## src/rtl/hazard_ctrl_pkg.sv

```systemverilog
// Shared opcodes and hazard-controller state encodings for the CPU datapath.
package hazard_ctrl_pkg;

  // Control codes carried in the ID/EX pipeline register.
  localparam logic [3:0] Ctrl_NOP = 4'h0;
  localparam logic [3:0] Ctrl_LW  = 4'h1;
  localparam logic [3:0] Ctrl_SW  = 4'h2;
  localparam logic [3:0] Ctrl_BEQ = 4'h3;

  // Hazard-controller FSM states; 2'b11 is unused and recovers to RUN.
  typedef enum logic [1:0] {
    HC_RUN      = 2'b00,
    HC_MEM_WAIT = 2'b01,
    HC_RELEASE  = 2'b10
  } hc_state_e;

  // Width of the memory-wait watchdog counter (covers TIMEOUT up to 255).
  localparam int WAIT_W = 8;

endpackage

```

## src/rtl/sat_counter.sv

```systemverilog
// Saturating up-counter with a synchronous clear, used for performance counters.
module sat_counter #(
  parameter int W = 32
) (
  input  logic         clk,
  input  logic         clear,
  input  logic         inc,
  output logic [W-1:0] count
);

  // Count qualifying cycles, holding at all-ones instead of wrapping.
  always_ff @(posedge clk) begin
    // NOTE: sequential state always uses non-blocking assignments so every
    // flop samples pre-edge values regardless of block ordering.
    if (clear) begin
      count <= '0;
    end else if (inc && (count != '1)) begin
      count <= count + W'(1);
    end
  end

endmodule

```

## src/rtl/hazard_ctrl.sv

```systemverilog
// Pipeline hazard controller: load-use stalls, ID-stage branch flushes and a
// whole-pipeline freeze while a multi-cycle data-memory access is outstanding.
// Optional build macro PERF_CNT_EN adds saturating cycle/stall/flush counters;
// without it the counter outputs are tied to zero and no counter flops exist.
module hazard_ctrl
  import hazard_ctrl_pkg::*;
#(
  parameter int TIMEOUT = 64,
  parameter int CNT_W   = 32
) (
  input  logic             clk_i,
  input  logic             rst_i,
  input  logic [4:0]       IFID_RS1addr_i,
  input  logic [4:0]       IFID_RS2addr_i,
  input  logic [3:0]       IDEX_control_i,
  input  logic [4:0]       IDEX_RDaddr_i,
  input  logic             branch_taken_i,
  input  logic             mem_req_i,
  input  logic             mem_ready_i,
  output logic             pc_write_o,
  output logic             hazard_o,
  output logic             branch_o,
  output logic             freeze_o,
  output logic [1:0]       state_o,
  output logic             err_o,
  output logic [CNT_W-1:0] cycle_cnt_o,
  output logic [CNT_W-1:0] stall_cnt_o,
  output logic [CNT_W-1:0] flush_cnt_o
);

  localparam logic [WAIT_W-1:0] TIMEOUT_V = WAIT_W'(TIMEOUT);

  hc_state_e         state_q;
  logic [WAIT_W-1:0] wait_cnt_q;
  logic [WAIT_W-1:0] wait_cnt_next;
  logic              err_q;
  logic              lu;
  logic              start_wait;
  logic              legal;

  // Load in EX whose destination feeds an operand of the instruction in ID.
  assign lu = (IDEX_control_i == Ctrl_LW) && (IDEX_RDaddr_i != 5'd0) &&
              ((IDEX_RDaddr_i == IFID_RS1addr_i) || (IDEX_RDaddr_i == IFID_RS2addr_i));

  // Saturating increment of the watchdog while the access is still pending.
  assign wait_cnt_next = (wait_cnt_q >= TIMEOUT_V) ? TIMEOUT_V : wait_cnt_q + WAIT_W'(1);

  // Zero-latency pipeline controls from registered state and live inputs.
  always_comb begin
    // NOTE: every output gets a default first so no path leaves it unassigned,
    // which would otherwise infer a latch.
    freeze_o   = 1'b0;
    hazard_o   = 1'b0;
    branch_o   = 1'b0;
    pc_write_o = 1'b0;
    start_wait = 1'b0;
    legal      = 1'b1;
    if (rst_i) begin
      unique case (state_q)
        HC_RUN: begin
          if (mem_req_i && !mem_ready_i) begin
            freeze_o   = 1'b1;
            start_wait = 1'b1;
          end else begin
            hazard_o = lu;
            branch_o = branch_taken_i && !lu;
          end
        end
        HC_MEM_WAIT: begin
          if (!mem_ready_i) begin
            freeze_o = 1'b1;
          end else begin
            // Completion cycle is the first unfrozen one: ID advances now, so
            // a branch held across the freeze resolves here.
            hazard_o = lu;
            branch_o = branch_taken_i && !lu;
          end
        end
        HC_RELEASE: begin
          // A re-presented access is ignored here and freezes next cycle.
          hazard_o = lu;
          branch_o = branch_taken_i && !lu;
        end
        default: legal = 1'b0;
      endcase
      pc_write_o = legal && !(freeze_o || hazard_o);
    end
  end

  // FSM, watchdog counter and sticky timeout flag.
  always_ff @(posedge clk_i) begin
    if (!rst_i) begin
      state_q    <= HC_RUN;
      wait_cnt_q <= '0;
      err_q      <= 1'b0;
    end else begin
      unique case (state_q)
        HC_RUN: begin
          if (start_wait) begin
            state_q    <= HC_MEM_WAIT;
            wait_cnt_q <= WAIT_W'(1);
            if (TIMEOUT_V == WAIT_W'(1)) err_q <= 1'b1;
          end
        end
        HC_MEM_WAIT: begin
          if (mem_ready_i) begin
            state_q <= HC_RELEASE;
          end else begin
            wait_cnt_q <= wait_cnt_next;
            if (wait_cnt_next == TIMEOUT_V) err_q <= 1'b1;
          end
        end
        HC_RELEASE: state_q <= HC_RUN;
        default:    state_q <= HC_RUN;
      endcase
    end
  end

  assign state_o = state_q;
  assign err_o   = err_q;

`ifdef PERF_CNT_EN
  sat_counter #(.W(CNT_W)) u_cycle_cnt (
    .clk(clk_i), .clear(!rst_i), .inc(1'b1), .count(cycle_cnt_o)
  );
  sat_counter #(.W(CNT_W)) u_stall_cnt (
    .clk(clk_i), .clear(!rst_i), .inc(hazard_o || freeze_o), .count(stall_cnt_o)
  );
  sat_counter #(.W(CNT_W)) u_flush_cnt (
    .clk(clk_i), .clear(!rst_i), .inc(branch_o), .count(flush_cnt_o)
  );
`else
  assign cycle_cnt_o = '0;
  assign stall_cnt_o = '0;
  assign flush_cnt_o = '0;
`endif

endmodule

```

## config.mk

```make
export PLATFORM = sky130hd
export DESIGN_NAME = hazard_ctrl
export DESIGN_NICKNAME = d
export VERILOG_FILES = /design/src/rtl/hazard_ctrl_pkg.sv /design/src/rtl/sat_counter.sv /design/src/rtl/hazard_ctrl.sv
export SDC_FILE = /design/constraint.sdc
export NUM_CORES = 1
export LEC_CHECK = 0
export BUFFER_PORTS_ARGS = -buffer_cell sky130_fd_sc_hd__buf_2
export CELL_PAD_IN_SITES_DETAIL_PLACEMENT = 1
export CELL_PAD_IN_SITES_GLOBAL_PLACEMENT = 1
export CORE_MARGIN = 2
export CORE_UTILIZATION = 25
export DETAILED_ROUTE_END_ITERATION = 16
export HOLD_SLACK_MARGIN = 0.1
export PLACE_DENSITY = 0.84
export REMOVE_ABC_BUFFERS = 1
export SLEW_MARGIN = 25
export SYNTH_ARGS = -nofsm -noshare
export SYNTH_HDL_FRONTEND = slang
export SYNTH_SLANG_ARGS = --single-unit
```

## constraint.sdc

```tcl
create_clock -name clk_i -period 1.45 [get_ports clk_i]
set_clock_uncertainty 0.05 [all_clocks]
set_input_delay 0.145 -clock clk_i [delete_from_list [all_inputs] [get_ports clk_i]]
set_output_delay 0.145 -clock clk_i [all_outputs]
set_load 0.02 [all_outputs]
```

* After elaboration in Yosys (flattened, before gate mapping)
Index checks and enable logic that the tools add are counted.
Operators by class: magnitude comparators 1, reduce and logical (&&, ||, !) cells 17, equality and inequality tests 9, $add $sub $neg 1, muxes and demuxes 26, bitwise logic cells 1
Operators with widths (count):
- $mux 8 | 3
- $mux 1 | 16
- $pmux 8 s2 | 1
- $eq 5x5->1 | 2
- $add 8x1->8 const B | 1
- $eq 8x7->1 const B | 1
- $ge 8x7->1 const B | 1
- $ne 2x2->1 const B | 3
- $pmux 1 s3 | 2
- $reduce_and 3->1 | 2
- $logic_and 1x1->1 | 5
- $reduce_bool 5->1 | 1
- $eq 4x1->1 const B | 1
- $mux 2 | 2
- $pmux 2 s2 | 1
- $logic_not 1->1 | 3
- $reduce_or 3->1 | 1
- $eq 2x1->1 const B | 1
- $eq 2x2->1 const B | 1
- $logic_not 2->1 | 1
- $logic_or 1x1->1 | 2
- $pmux 1 s2 | 1
- $reduce_and 2->1 | 1
- $reduce_bool 2->1 | 1
- $not 1->1 | 1
Word-level totals: flip-flop bits (word level) 11, word-level logic and storage cells 58, bits of input ports 24

* Depth between registers and ports, before layout
depth in word-level cells 10, gate-level depth with buffers 5, mapped depth without buffers 5

* Worst setup path after synthesis
Ideal clock, no wire load.
path type register to output, start register state_q[1], in the netlist state_o[1], end output branch_o, setup slack -0.129 ns, path buffers 0, stages on the path, launching flop included 5, data arrival time 1.384 ns, cells stage by stage dfxtp_1 > inv_1 > a21oi_1 > o21ai_0 > a211oi_1
On the way: cells in the longest elaborated chain, start to end 3, elaborated cells on any way between the ends 5
Ends and longest elaborated chain:
- from (decl) | RTL line hazard_ctrl.sv:33 | hc_state_e state_q;
- from (signal assigned) | RTL line hazard_ctrl.sv:93 | state_q <= HC_RUN;
- from (signal assigned) | RTL line hazard_ctrl.sv:100 | state_q <= HC_MEM_WAIT;
- from (signal assigned) | RTL line hazard_ctrl.sv:107 | state_q <= HC_RELEASE;
- $eq 2x2->1 (tied with other cells) | RTL line hazard_ctrl.sv:59 | unique case (state_q)
- $pmux 1 s3 (*) | RTL line hazard_ctrl.sv:59
- $mux 1 (*) | RTL line hazard_ctrl.sv:58 | if (rst_i) begin
- to (decl) | RTL line hazard_ctrl.sv:22 | output logic branch_o,
Mark *: on every way between the ends. The rest lies on a longest branch, timed or not.

* Final worst setup path
start input IDEX_control_i[1], end output hazard_o
On the way: cells in the longest elaborated chain, start to end 7, elaborated cells on any way between the ends 8
Ends and longest elaborated chain:
- from (decl) | RTL line hazard_ctrl.sv:15 | input logic [3:0] IDEX_control_i,
- $eq 4x1->1 (*) | RTL line hazard_ctrl.sv:42 | assign lu = (IDEX_control_i == Ctrl_LW) && (IDEX_RDaddr_i != 5'd0) &&
- $logic_and 1x1->1 (*) (2 in series) | RTL line hazard_ctrl.sv:42
- $mux 1 (on tied branches) | RTL line hazard_ctrl.sv:70, hazard_ctrl.sv:61
- $pmux 1 s3 (*) | RTL line hazard_ctrl.sv:59
- $mux 1 (*) (2 in series) | RTL line hazard_ctrl.sv:58
- to (decl) | RTL line hazard_ctrl.sv:21 | output logic hazard_o,
Mark *: on every way between the ends. The rest lies on a longest branch, timed or not. The select of a mux whose other input is x is not followed.

==> run_results.csv <==
group,metric,value,unit
clocking,cts_tree,"yes",
synth,synth_cell_types,32,
worst_setup_path,endpoint_kind,"primary output",
floorplan,ios,127,
pwr,power.total,0.995,mW
worst_setup_path,r2r_cells,4,
min_path,min_from,"rst_i",
clocking,cts.sinks,11,
sta,period_share,99.6,%
clocking,clockRootBuffer,"clkbuf_8",
worst_setup_path,r2r-start,"state_o[0]",
synth,syn_area_per_cell,7.72,µm²
floorplan,start_util,25.9,%
min_path,hold_depth,2,
sta,grt_setup_unrepaired,"yes",
final_layout,diodes,0,
drt,route.detailed.drc,0,
synth,synth_area,1440,µm²
worst_setup_path,worstSetupPathType,"input pin to primary output",
pwr,p_per_area,704,nW/µm²
final_layout,drive_gt1_share,23.9,%
placed_design,dpl.cell_count,290,
sta,finalCriticalPeriod,1.44,ns
pwr,p_leak,0.743,nW
placed_design,place_congestion,0.842,
floorplan,row_count,27,
grt,overflow,0,
pwr,ir_drop,0.335,mV
grt,grt_max_degree,9,
synth,ys.flop_type,"dfxtp_1",
placed_design,hpwl,2330,µm
synth,syn_inst,186,
clocking,numCtsBuffers,3,
clocking,worstSkewPairLatency,0.24,ns
grt,grt_pass1_vias,921,
min_path,min_path_type,"input pin to flop",
clocking,cts.htree.levels,1,
clocking,postCtsSetupRepairBufs,0,
synth,synthArstFlopShare,0,%
drt,avgViaCountPerCell,3.47,
min_path,hold_path_end,"wait_cnt_q[0]",
worst_setup_path,reg2reg_slack,0.09,ns
final_layout,finalNetCount,248,
grt,grt_pass1_wl,4150,µm
worst_setup_path,rr_endpoint,"wait_cnt_q[4]",
synth,yosysWarnings,0,
run,drv_cap,0,
drt,drt_pass1_iterations,4,
floorplan,dieWidth,79.8,µm
sta,fmax,693,MHz
sta,final.setup.tns,0,ns
drt,met2_length,1500,µm
final_layout,areaGrowthSynthToFinish,-1.66,%
drt,wl_met1,926,µm
final_layout,fin_util,25.5,%
synth,synth_seq_cells,11,
drt,drt-initial-drc-count,9,
final_layout,instances_no_fill,294,
clocking,path_clk_slew,0.05,ns
drt,wl,2710,µm
placed_design,io_buffers,30,
worst_setup_path,required,1.25,ns
floorplan,die_y,79.8,µm
synth,seq_area_frac_synth,15.3,%
final_layout,n_fill_cell,740,
worst_setup_path,path_max_fanout,3,
drt,top_layer,"met4",
worst_setup_path,crit_path_start_kind,"input pin",
sta,final_hold_viol_count,0,
sta,report.final.slew_viol_count,0,
drt,route.vias.total,1021,
drt,antenna_left,0,
synth,synth_edf_count,0,
outcome,outcome,"complete, no violations",
sta,setup_viol,0,
grt,grt_usage,8.54,%
clocking,clk_path_buf_depth,2,
floorplan,coreArea,5540,µm²
drt,wl_met3,242,µm
clocking,cts-hold-fix-buffers,0,
grt,antenna_found_initial,0,
floorplan,die-area,6370,µm²
drt,post_drt_wl_per_cell,9.20,µm
worst_setup_path,crit_arrival,1.25,ns
## repair_timing
| item | in CTS | in global routing |
|---|---|---|
| setup endpoints to repair | 3 | 6 |
| resized for setup | 11 | 3 |
| pin swaps | 2 | 2 |
## how the worst max path moves through the flow
stage          endpoint         startpoint
5_1_grt        hazard_o         state_o[1]
2_1_floorplan  branch_o         state_o[1]
4_1_cts        hazard_o         state_o[1]
3_5_place_dp   hazard_o         state_o[1]
3_3_place_gp   hazard_o  IDEX_control_i[1]
6_report       hazard_o  IDEX_control_i[1]
## cell usage in the layout (no fill, tap or decap), types with 2 or more instances in the layout
master    instances
nor2_1            8
a21oi_2           2
o21ai_0           4
and3_1            2
conb_1           96
nand3_1           4
buf_2            28
a21oi_1           6
o221a_2           2
nand2_1           7
xnor2_1          11
dfxtp_1           9
and3_2            2
and2_1            2
nand2b_1          2
nor3_1            3
buf_4             4
inv_1             4
clkbuf_8          3
## cell type report
type                    instances  area, µm²  share of cell area, %
well taps                      72       90.1                   6.38
clock buffers                   3       41.3                   2.92
flip-flops and latches         11        225                   15.9
clock inverters                 1       5.00                  0.354
repair buffers                 33        181                   12.8
multi-input cells             169        851                   60.2
inverters                       5       18.8                   1.33
## critical path, cell delays in order
cell	delay (ns)
buf_2	0.09
or4b_4	0.53
a21oi_2	0.17
and3b_1	0.19
buf_6	0.12
## where the power goes
part           internal [mW]  switching (mW)
clock network          0.190           0.125
logic                 0.0740           0.296
registers              0.306         0.00499
## metrics by stage
stage / area (µm²) / worst slack, ns / hold slack [ns]
3_3_place_gp: 1340 / 0.00490 / 0.386
4_1_cts: 1410 / -0.00481 / 0.180
5_1_grt: 1410 / -0.0851 / 0.183
3_5_place_dp: 1340 / -0.0486 / 0.393
6_report: 1410 / 0.00612 / 0.181
2_1_floorplan: 1070 / -0.129 / 0.217
## synth_stat cells, types with 2 or more instances
cell | n | share of area, %
nand2b_1 | 2 | 0.87
a21oi_1 | 8 | 2.8
xnor2_1 | 11 | 6.7
o221a_2 | 2 | 1.6
nand3_1 | 4 | 1.4
and3_1 | 2 | 0.87
dfxtp_1 | 11 | 15
and2_1 | 2 | 0.87
nor3_1 | 3 | 1.0
nor2_1 | 8 | 2.1
inv_1 | 5 | 1.3
buf_4 | 96 | 50
o21ai_0 | 6 | 2.1
nand2_1 | 7 | 1.8
and3_2 | 2 | 1.0
## logic make-up after synthesis
group / Yosys count / synth area share (%)
flip-flops: 11 / 15.3
buffers and inverters: 101 / 51.5
AND/OR/NAND/NOR: 39 / 15.6
XOR/XNOR: 12 / 7.32
other: 1 / 0.261
adder cells (fa/ha/maj): 1 / 0.871
AO/OA/AOI/OAI: 21 / 9.15
## per-layer routing
metal | track usage, % | vias up
met3 | 3.51 | 4
met4 | 3.39 | 0
met1 | 8.74 | 476
met5 | 0 | -
met2 | 15.4 | 57
li1 | - | 484
## flip-flops by register name, indices dropped and copies added, names as in the netlist
register and cells:
wait_cnt_q 8, state_o 2, err_o 1
Note: power is estimated with default switching activity, not from simulation.
